`config.mk`:
```
export PLATFORM = sky130hd
export DESIGN_NAME = note_scheduler
export DESIGN_NICKNAME = d
export VERILOG_FILES = /design/src/rtl/note_scheduler.sv
export SDC_FILE = /design/constraint.sdc
export NUM_CORES = 1
export LEC_CHECK = 0
export CAP_MARGIN = 15
export CORE_MARGIN = 2
export CORE_UTILIZATION = 40
export CTS_CLUSTER_DIAMETER = 120
export DETAILED_ROUTE_END_ITERATION = 16
export HOLD_SLACK_MARGIN = 0.1
export SYNTH_ARGS = -nofsm -noshare
export SYNTH_HDL_FRONTEND = slang
export SYNTH_SLANG_ARGS = --single-unit
```
`constraint.sdc`:
```
create_clock -name clk -period 3.4 [get_ports clk]
set_input_delay 0.51 -clock clk [delete_from_list [all_inputs] [get_ports clk]]
set_output_delay 0.51 -clock clk [all_outputs]
set_load 0.005 [all_outputs]
```
`src/rtl/note_scheduler.sv`:
```
// note_scheduler
//
// Shares the single tone generator among the seven note keys (Do..Si).
// Raw keys are synchronised, debounced per key, then arbitrated so the most
// recent press sounds. Divisor changes while a note is sounding are held in a
// pending register and applied only on the generator's half-period `tick`,
// so the speaker waveform never glitches.
//
// Ports
//   clk          50 MHz system clock
//   rst_n        asynchronous active-low reset
//   key_in       raw asynchronous active-high keys, bit 0 = Do (C4), bit 6 = Si (B4)
//   tick         one-cycle strobe from the generator on each speaker toggle
//   half_period  19-bit terminal count loaded into the generator
//   tone_en      generator enable (speaker held low while 0)
//   note_idx     index of the sounding note, 0..6
//   busy         high whenever the controller is not IDLE
//
// Parameters
//   NUM_KEYS        number of keys; the divisor table covers exactly 7
//   DEB_CYCLES      consecutive stable cycles before a debounced level changes
//   SUSTAIN_CYCLES  hold time after the last release (sustain build only)
//
// Build option
//   NOTE_SUSTAIN_EN  when defined, the release state keeps tone_en high for
//                    SUSTAIN_CYCLES cycles before stopping on the next tick.
//
// Strobe semantics: `tick` is a single-cycle pulse with no back-pressure; a
// note change or stop waits for it indefinitely.
module note_scheduler #(
  parameter int NUM_KEYS       = 7,
  parameter int DEB_CYCLES     = 500000,
  parameter int SUSTAIN_CYCLES = 12500000
) (
  input  logic                clk,
  input  logic                rst_n,
  input  logic [NUM_KEYS-1:0] key_in,
  input  logic                tick,
  output logic [18:0]         half_period,
  output logic                tone_en,
  output logic [2:0]          note_idx,
  output logic                busy
);

  localparam int DEB_W = $clog2(DEB_CYCLES + 1);
  localparam logic [DEB_W-1:0] DEB_LAST = DEB_W'(DEB_CYCLES - 1);

  localparam logic [1:0] ST_IDLE    = 2'd0;
  localparam logic [1:0] ST_PLAY    = 2'd1;
  // Plain release, or sustain when NOTE_SUSTAIN_EN is defined.
  localparam logic [1:0] ST_RELEASE = 2'd2;

  // Elaboration-time guard: the divisor table only exists for seven keys.
  if (NUM_KEYS != 7 || DEB_CYCLES < 1 || SUSTAIN_CYCLES < 1) begin : g_bad_cfg
    $error("note_scheduler: unsupported parameter set");
  end

`ifdef NOTE_SUSTAIN_EN
  localparam int SUS_W = $clog2(SUSTAIN_CYCLES + 1);
  localparam logic [SUS_W-1:0] SUS_END = SUS_W'(SUSTAIN_CYCLES);
  logic [SUS_W-1:0] sus_cnt;
`endif

  logic [NUM_KEYS-1:0] sync1, sync2, key_db, key_db_q;
  logic [DEB_W-1:0]    deb_cnt [NUM_KEYS];
  logic [NUM_KEYS-1:0] rise, fall;
  logic                cand_valid;
  logic [2:0]          cand_idx;
  logic                pend_valid;
  logic [2:0]          pend_idx;
  logic [1:0]          state;

  function automatic logic [18:0] divisor(input logic [2:0] idx);
    case (idx)
      3'd0:    divisor = 19'd95555;
      3'd1:    divisor = 19'd85130;
      3'd2:    divisor = 19'd75842;
      3'd3:    divisor = 19'd71586;
      3'd4:    divisor = 19'd63775;
      3'd5:    divisor = 19'd56817;
      3'd6:    divisor = 19'd50619;
      default: divisor = 19'd0;
    endcase
  endfunction

  // Index of the lowest set bit (0 if none); scanning downwards lets the
  // lowest index overwrite any higher one.
  function automatic logic [2:0] lowest(input logic [NUM_KEYS-1:0] v);
    lowest = '0;
    for (int i = NUM_KEYS - 1; i >= 0; i--) begin
      if (v[i]) lowest = 3'(i);
    end
  endfunction

  // Synchronisers and per-key debounce counters. The counter runs only while
  // the synchronised level disagrees with the debounced one; any agreement
  // (a bounce back) restarts it.
  always_ff @(posedge clk or negedge rst_n) begin
    if (!rst_n) begin
      sync1    <= '0;
      sync2    <= '0;
      key_db   <= '0;
      key_db_q <= '0;
      for (int i = 0; i < NUM_KEYS; i++) deb_cnt[i] <= '0;
    end else begin
      sync1    <= key_in;
      sync2    <= sync1;
      key_db_q <= key_db;
      for (int i = 0; i < NUM_KEYS; i++) begin
        if (sync2[i] != key_db[i]) begin
          if (deb_cnt[i] == DEB_LAST) begin
            key_db[i]  <= sync2[i];
            deb_cnt[i] <= '0;
          end else begin
            deb_cnt[i] <= deb_cnt[i] + DEB_W'(1);
          end
        end else begin
          deb_cnt[i] <= '0;
        end
      end
    end
  end

  assign rise = key_db & ~key_db_q;
  assign fall = key_db_q & ~key_db;

  // Candidate: a fresh press always wins (lowest index on a tie); otherwise,
  // losing the sounding key hands the tone to the lowest key still held.
  always_comb begin
    cand_valid = 1'b0;
    cand_idx   = '0;
    if (|rise) begin
      cand_valid = 1'b1;
      cand_idx   = lowest(rise);
    end else if (state != ST_IDLE && fall[note_idx] && |key_db) begin
      cand_valid = 1'b1;
      cand_idx   = lowest(key_db);
    end
  end

  always_ff @(posedge clk or negedge rst_n) begin
    if (!rst_n) begin
      state       <= ST_IDLE;
      half_period <= '0;
      note_idx    <= '0;
      tone_en     <= 1'b0;
      pend_valid  <= 1'b0;
      pend_idx    <= '0;
`ifdef NOTE_SUSTAIN_EN
      sus_cnt     <= '0;
`endif
    end else begin
      // Pending-change rule while the generator is running. A candidate in
      // the tick cycle itself is applied directly; a re-press of the sounding
      // key cancels any queued change.
      if (state == ST_PLAY || state == ST_RELEASE) begin
        if (tick) begin
          if (cand_valid) begin
            if (cand_idx != note_idx) begin
              half_period <= divisor(cand_idx);
              note_idx    <= cand_idx;
            end
          end else if (pend_valid) begin
            half_period <= divisor(pend_idx);
            note_idx    <= pend_idx;
          end
          pend_valid <= 1'b0;
        end else if (cand_valid) begin
          pend_valid <= (cand_idx != note_idx);
          pend_idx   <= cand_idx;
        end
      end

      case (state)
        ST_IDLE: begin
          pend_valid <= 1'b0;
          // Generator is stopped, so the divisor can be loaded at once;
          // tone_en follows one cycle later from PLAY.
          if (cand_valid) begin
            half_period <= divisor(cand_idx);
            note_idx    <= cand_idx;
            state       <= ST_PLAY;
          end
        end
        ST_PLAY: begin
          tone_en <= 1'b1;
`ifdef NOTE_SUSTAIN_EN
          sus_cnt <= '0;
`endif
          if (key_db == '0) state <= ST_RELEASE;
        end
        ST_RELEASE: begin
`ifdef NOTE_SUSTAIN_EN
          if (|key_db) begin
            state   <= ST_PLAY;
            sus_cnt <= '0;
          end else if (sus_cnt != SUS_END) begin
            sus_cnt <= sus_cnt + SUS_W'(1);
          end else if (tick) begin
            tone_en    <= 1'b0;
            state      <= ST_IDLE;
            pend_valid <= 1'b0;
            sus_cnt    <= '0;
          end
`else
          if (|key_db) begin
            state <= ST_PLAY;
          end else if (tick) begin
            tone_en    <= 1'b0;
            state      <= ST_IDLE;
            pend_valid <= 1'b0;
          end
`endif
        end
        default: state <= ST_IDLE;
      endcase
    end
  end

  assign busy = (state != ST_IDLE);

endmodule
```
; Word level (Yosys, flattened, before mapping)
; Cells that the tools add are included.
; W data, S select, Z words.
[classes]
add_sub_neg = 7
order_cmp = 1
n_eq_ne = 34
mux = 64
bitwise = 5
n_reduce_logical = 21
[op_table]
columns = op, count
row1 = $mux W19, 21
row2 = $pmux W17 S7, 2
row3 = $add A19 B1 Y19 const B, 7
row4 = $eq A19 B19 Y1 const B, 7
row5 = $mux W3, 23
row6 = $eq A3 B3 Y1 const B, 6
row7 = $and A7 B7 Y7, 2
row8 = $not A7 Y7, 2
row9 = $reduce_and A2 Y1, 7
row10 = $reduce_or A7 Y1, 2
row11 = $eq A3 B2 Y1 const B, 4
row12 = $mux W1, 10
row13 = $reduce_and A3 Y1, 3
row14 = $mux W2, 4
row15 = $logic_not A7 Y1, 1
row16 = $ne A1 B1 Y1, 7
row17 = $eq A3 B1 Y1 const B, 2
row18 = $logic_not A3 Y1, 2
row19 = $ne A2 B2 Y1 const B, 3
row20 = $pmux W2 S3, 1
row21 = $lt A3 B4 Y1 const B, 1
row22 = $pmux W1 S2, 2
row23 = $reduce_bool A2 Y1, 2
row24 = $bmux W1 S3, 1
row25 = 9 further kinds, 10
[totals]
reg_bits = 190
inputBits = 10
word_cells = 155

; Depth between registers and ports, before layout
; Gate-level depths: netlist of the first run.
[depth]
depth_word = 18
ltp_mapped = 11
mapped_depth_nobuf = 10

; Worst setup path before layout of the first run
; No wires, ideal clock.
[synth_timing]
path_kind = register to register
startpoint = register key_db[0]
endpoint = register half_period[2]
setup_time_ns = 0.126
arrival_ns = 2.552
setup_slack_ns = 0.722
stages_incl_launch_ff = 9
path_buffers = 1
path_cell_list = dfrtp_1 buf_6 or4_4 or3_1 o221a_1 mux2_4 a31o_2 and2_1 a221o_1
[synth_via]
elab_chain_len = 16
[synth_rtl]
columns = element, line_no
row1 = "start, declared", 64  ; logic [NUM_KEYS-1:0] sync1, sync2, key_db, key_db_q;
row2 = "start signal, assigned by index", 112  ; key_db[i] <= sync2[i];
row3 = $not A7 Y7, 125  ; assign fall = key_db_q & ~key_db;
row4 = $and A7 B7 Y7, 125
row5 = $bmux W1 S3, 135  ; end else if (state != ST_IDLE && fall[note_idx] && |key_db) begin
row6 = $mux W1 (not written as such), 135
row7 = $logic_and A1 B1 Y1 (2 in a row), 135
row8 = $mux W3, 135
row9 = $mux W3, 132  ; if (|rise) begin
row10 = $eq A3 B3 Y1 (tied with other cells), 74  ; case (idx)
row11 = $pmux W17 S7, 74
row12 = $mux W19, 159  ; if (cand_idx != note_idx) begin
row13 = $mux W19, 158  ; if (cand_valid) begin
row14 = $mux W19, 157  ; if (tick) begin
row15 = $mux W19, 156  ; if (state == ST_PLAY || state == ST_RELEASE) begin
row16 = $mux W19, 179  ; if (cand_valid) begin
row17 = $mux W19 *, 174  ; case (state)
row18 = "end signal, assigned", 160  ; half_period <= divisor(cand_idx);
row19 = "end signal, assigned", 164  ; half_period <= divisor(pend_idx);
row20 = "end signal, assigned", 180  ; half_period <= divisor(cand_idx);
row21 = "end, declared", 39  ; output logic [18:0] half_period,
; Mark *: on every way between the ends. The rest lies on a longest branch, timed or not. The select of a mux whose other input is x is not followed.
; A chain may end at the register's enable or synchronous reset.

; Worst setup path after layout of the first run
[layout_timing]
startpoint = register key_db[1]
endpoint = register half_period[8]
; The elaborated chain is that of the path after synthesis.

==> results of run 1 <==
## cell usage after synthesis, types with 7 or more instances
cell type  number  area [um^2]
nand4_1        14         87.6
mux2_2          8         90.1
nor3_1         14         70.1
nor4_1          8         50.1
and2_1         10         62.6
and3_1         24          150
dfrtp_1       190         4750
inv_1          28          105
nand2_1        74          278
nor2b_1        14         87.6
xnor2_1        53          464
nor2_1        182          683
o21ai_0        36          180
clkbuf_1       29          109
or3_1          18          113
nor4b_1         7         61.3
a21oi_1        37          185
a211oi_1        7         52.6
xor2_1         64          561
ha_1           12          150
or2_2           7         43.8
nand3_1        68          340
nand2b_1       13         81.3
## routing by layer
metal	GRT usage	wire length (um)
met3	0.0384	810
met1	0.239	9830
met2	0.250	8600
met5	0	0
met4	0.0558	365
## layout by cell type, fill, tap and decap left out, types with 5 or more instances in the layout
| master | n |
|---|---|
| nor2b_1 | 14 |
| or2_2 | 7 |
| ha_1 | 12 |
| clkbuf_16 | 17 |
| a21oi_1 | 37 |
| xnor2_1 | 53 |
| a31oi_1 | 5 |
| nand2_1 | 74 |
| or3_1 | 18 |
| nor3_1 | 14 |
| mux2i_1 | 5 |
| o21ai_0 | 36 |
| and2_1 | 10 |
| and3_1 | 24 |
| mux2_2 | 8 |
| a211oi_1 | 7 |
| nand3_1 | 68 |
| dfrtp_1 | 190 |
| inv_6 | 5 |
| nand4_1 | 14 |
| inv_1 | 28 |
| clkdlybuf4s50_1 | 32 |
| buf_4 | 15 |
| nor4_1 | 8 |
| nor4b_1 | 7 |
| nor2_1 | 182 |
| nand2b_1 | 13 |
| xor2_1 | 64 |
## per-stage QoR
stage | util | power [W]
final | 0.462 | 0.00510
after global routing | 0.462 | 0.00537
after CTS | 0.462 | 0.00517
after detailed placement | 0.438 | 0.00327
after global placement | 0.438 | 0.00325
after floorplan | - | 0.00290
## logic make-up after synthesis
group | Yosys count | synth area share
xor gates and xnor gates | 117 | 0.107
muxes | 15 | 0.0186
AOI/OAI and AO/OA | 134 | 0.0912
and+or+nand+nor | 476 | 0.244
adders and majority gates | 12 | 0.0157
DFF | 190 | 0.497
buffers and inverters | 63 | 0.0264
## final cells by class
type,instances,area [um^2]
multi-input cells,754,4560
fillers,2271,12600
well taps,319,399
inverters,28,105
repair buffers,49,467
clock buffers,17,425
flip-flops and latches,190,4750
clock inverters,15,131
## power by group
part	switching, W	internal [W]	leakage (nW)
Combinational	0.000391	0.000341	1.76
Sequential	0.000122	0.00237	2.55
Clock	0.000924	0.000960	0.270
Total	0.00144	0.00367	4.58
## worst min-delay path by stage
stage / to / slack [ns] / cells past startpoint
floorplan: deb_cnt[0] / 0.21 / 0
detailed placement: sync2[2] / 0.33 / 0
global route: deb_cnt[13] / 0.24 / 1
global placement: sync2[3] / 0.33 / 0
finish: deb_cnt[13] / 0.17 / 1
CTS: deb_cnt[13] / 0.21 / 1
## sequential cells by signal (all words and copies together), names as in the netlist
signal and flops:
deb_cnt 133, sync2 7, key_db_q 7, half_period 19
state 2, pend_idx 3, sync1 7, tone_en 1
key_db 7, note_idx 3, pend_valid 1
## worst reg2reg max path: stages, from the launching register on
cell and delay [ns]:
dfrtp_1 0.48, nor4_1 0.53, a211oi_1 0.18, a22oi_1 0.44
nand3_1 0.39, a31o_2 0.34, and2_1 0.18, a221o_1 0.35
==> qor.csv, run 1 <==
metric;value;unit
grt_pass1_vias;6894;
crit_buf_inv;0;
layout-drive-gt1-share;0.0741;
gp_congestion;0.892;
final_cells;1372;
synth_ff_type;dfrtp_1;
hold_class;input pin to async pin;
r2r-end;half_period[8];
cts_tree;yes;
grtUsageTotal;0.167;
cts_setup_buffers;0;
fp.dieW;159;um
r2r_start;key_db[1];
dp.cells;1340;
status;completed;
dr.pass1.iters;5;
row_count;56;
clkSlewWorstSetupHoldPaths;0.07;ns
fin_tns_setup;0;ns
critical-path-top-delay-family;compound AO/OA/AOI/OAI gates;
drcViolationCount;0;
cts.path.max_buffers;2;
rsz0062_at_grt;no;
setup_slack;0.399;ns
wl;19600;um
vias;7126;
areaGrowthSynthToFinish;13.3;%
dp_hpwl;13500;um
place_area;0.0103;mm^2
power.leakage;4.58;nW
worst_pin_slew;0.853;ns
diodes;0;
relSlewSlack;0.431;
grt_max_degree;107;
boundaryPins;34;
powerDensity;471;mW/mm^2
synth_edf_count;0;
hold_viol;0;
synth.distinct_cells;69;
htree_levels;4;
netlist_area;0.00957;mm^2
ys_ff_latch;190;
grt_pass1_wl;33900;um
ir_drop;0.000247;V
first_iter_violations;514;
skew;0.0133;ns
end_kind;flip-flop;
syn_area_per_cell;9.51;um^2
path_cells;nor4_1, a211oi_1, a22oi_1, nand3_1, a31o_2, and2_1, a221o_1;
postCtsResizedCells;0;
worst_path_max_delay_cell;nor4_1;
fin_crit;3.00;ns
layout.nets;1062;
ant_nets;0;
cts_root_buf;clkbuf_16;
cts.sinks;190;
async_reset_ff_frac;1.00;
netlist_instances;1007;
design.core.area;0.0235;mm^2
cts_made_buffers;17;
path_depth;7;
fin_area;0.0108;mm^2
synth_warnings;0;
wire_per_inst;14.3;um
fin_hold_ws;0.174;ns
clkLatencyLatePin;0.43;ns
synth_nets;1029;
start_util;0.408;
drt-vias-per-instance;5.19;
hold_buffers;0;
post-place-ws;0.501;ns
crit_required;3.71;ns
fin_crit_sh;0.883;
crit_path_start_kind;flip-flop;
ff2ff_setup_slack;0.40;ns
antenna_found_initial;0;
max_cap_viol_count;0;
dieArea;0.0252;mm^2
fmax;333;MHz
overflow;0;
die_h;159;um
port-buffer-count;33;
arrival;3.31;ns
reg2regPathDepth;7;
worstPathMaxFanout;10;
synth_seq_area_share;0.497;
crit_path_max_incr_delay;0.53;ns
slew_violations;0;
crit_path_end;half_period[8];
crit_start;key_db[1];
crit_type;flip-flop to flip-flop;
setup_viol;0;
Note: power is estimated with default switching activity, not from simulation.
==> inputs of run 2 (changes only) <==
--- a/config.mk
+++ b/config.mk
@@ -11,6 +11,7 @@
 export CTS_CLUSTER_DIAMETER = 120
 export DETAILED_ROUTE_END_ITERATION = 16
 export HOLD_SLACK_MARGIN = 0.1
+export SETUP_SLACK_MARGIN = 0.05
 export SYNTH_ARGS = -nofsm -noshare
 export SYNTH_HDL_FRONTEND = slang
 export SYNTH_SLANG_ARGS = --single-unit
==> results of run 2 <==
The final DEF is identical to that of run 1; final timing and power are the same.
==> inputs of run 3 (changes only) <==
--- a/config.mk
+++ b/config.mk
@@ -5,6 +5,7 @@
 export SDC_FILE = /design/constraint.sdc
 export NUM_CORES = 1
 export LEC_CHECK = 0
+export ABC_CLOCK_PERIOD_IN_PS = 3400
 export CAP_MARGIN = 15
 export CORE_MARGIN = 2
 export CORE_UTILIZATION = 40
==> results of run 3 <==
The final DEF is identical to that of run 1; final timing and power are the same.
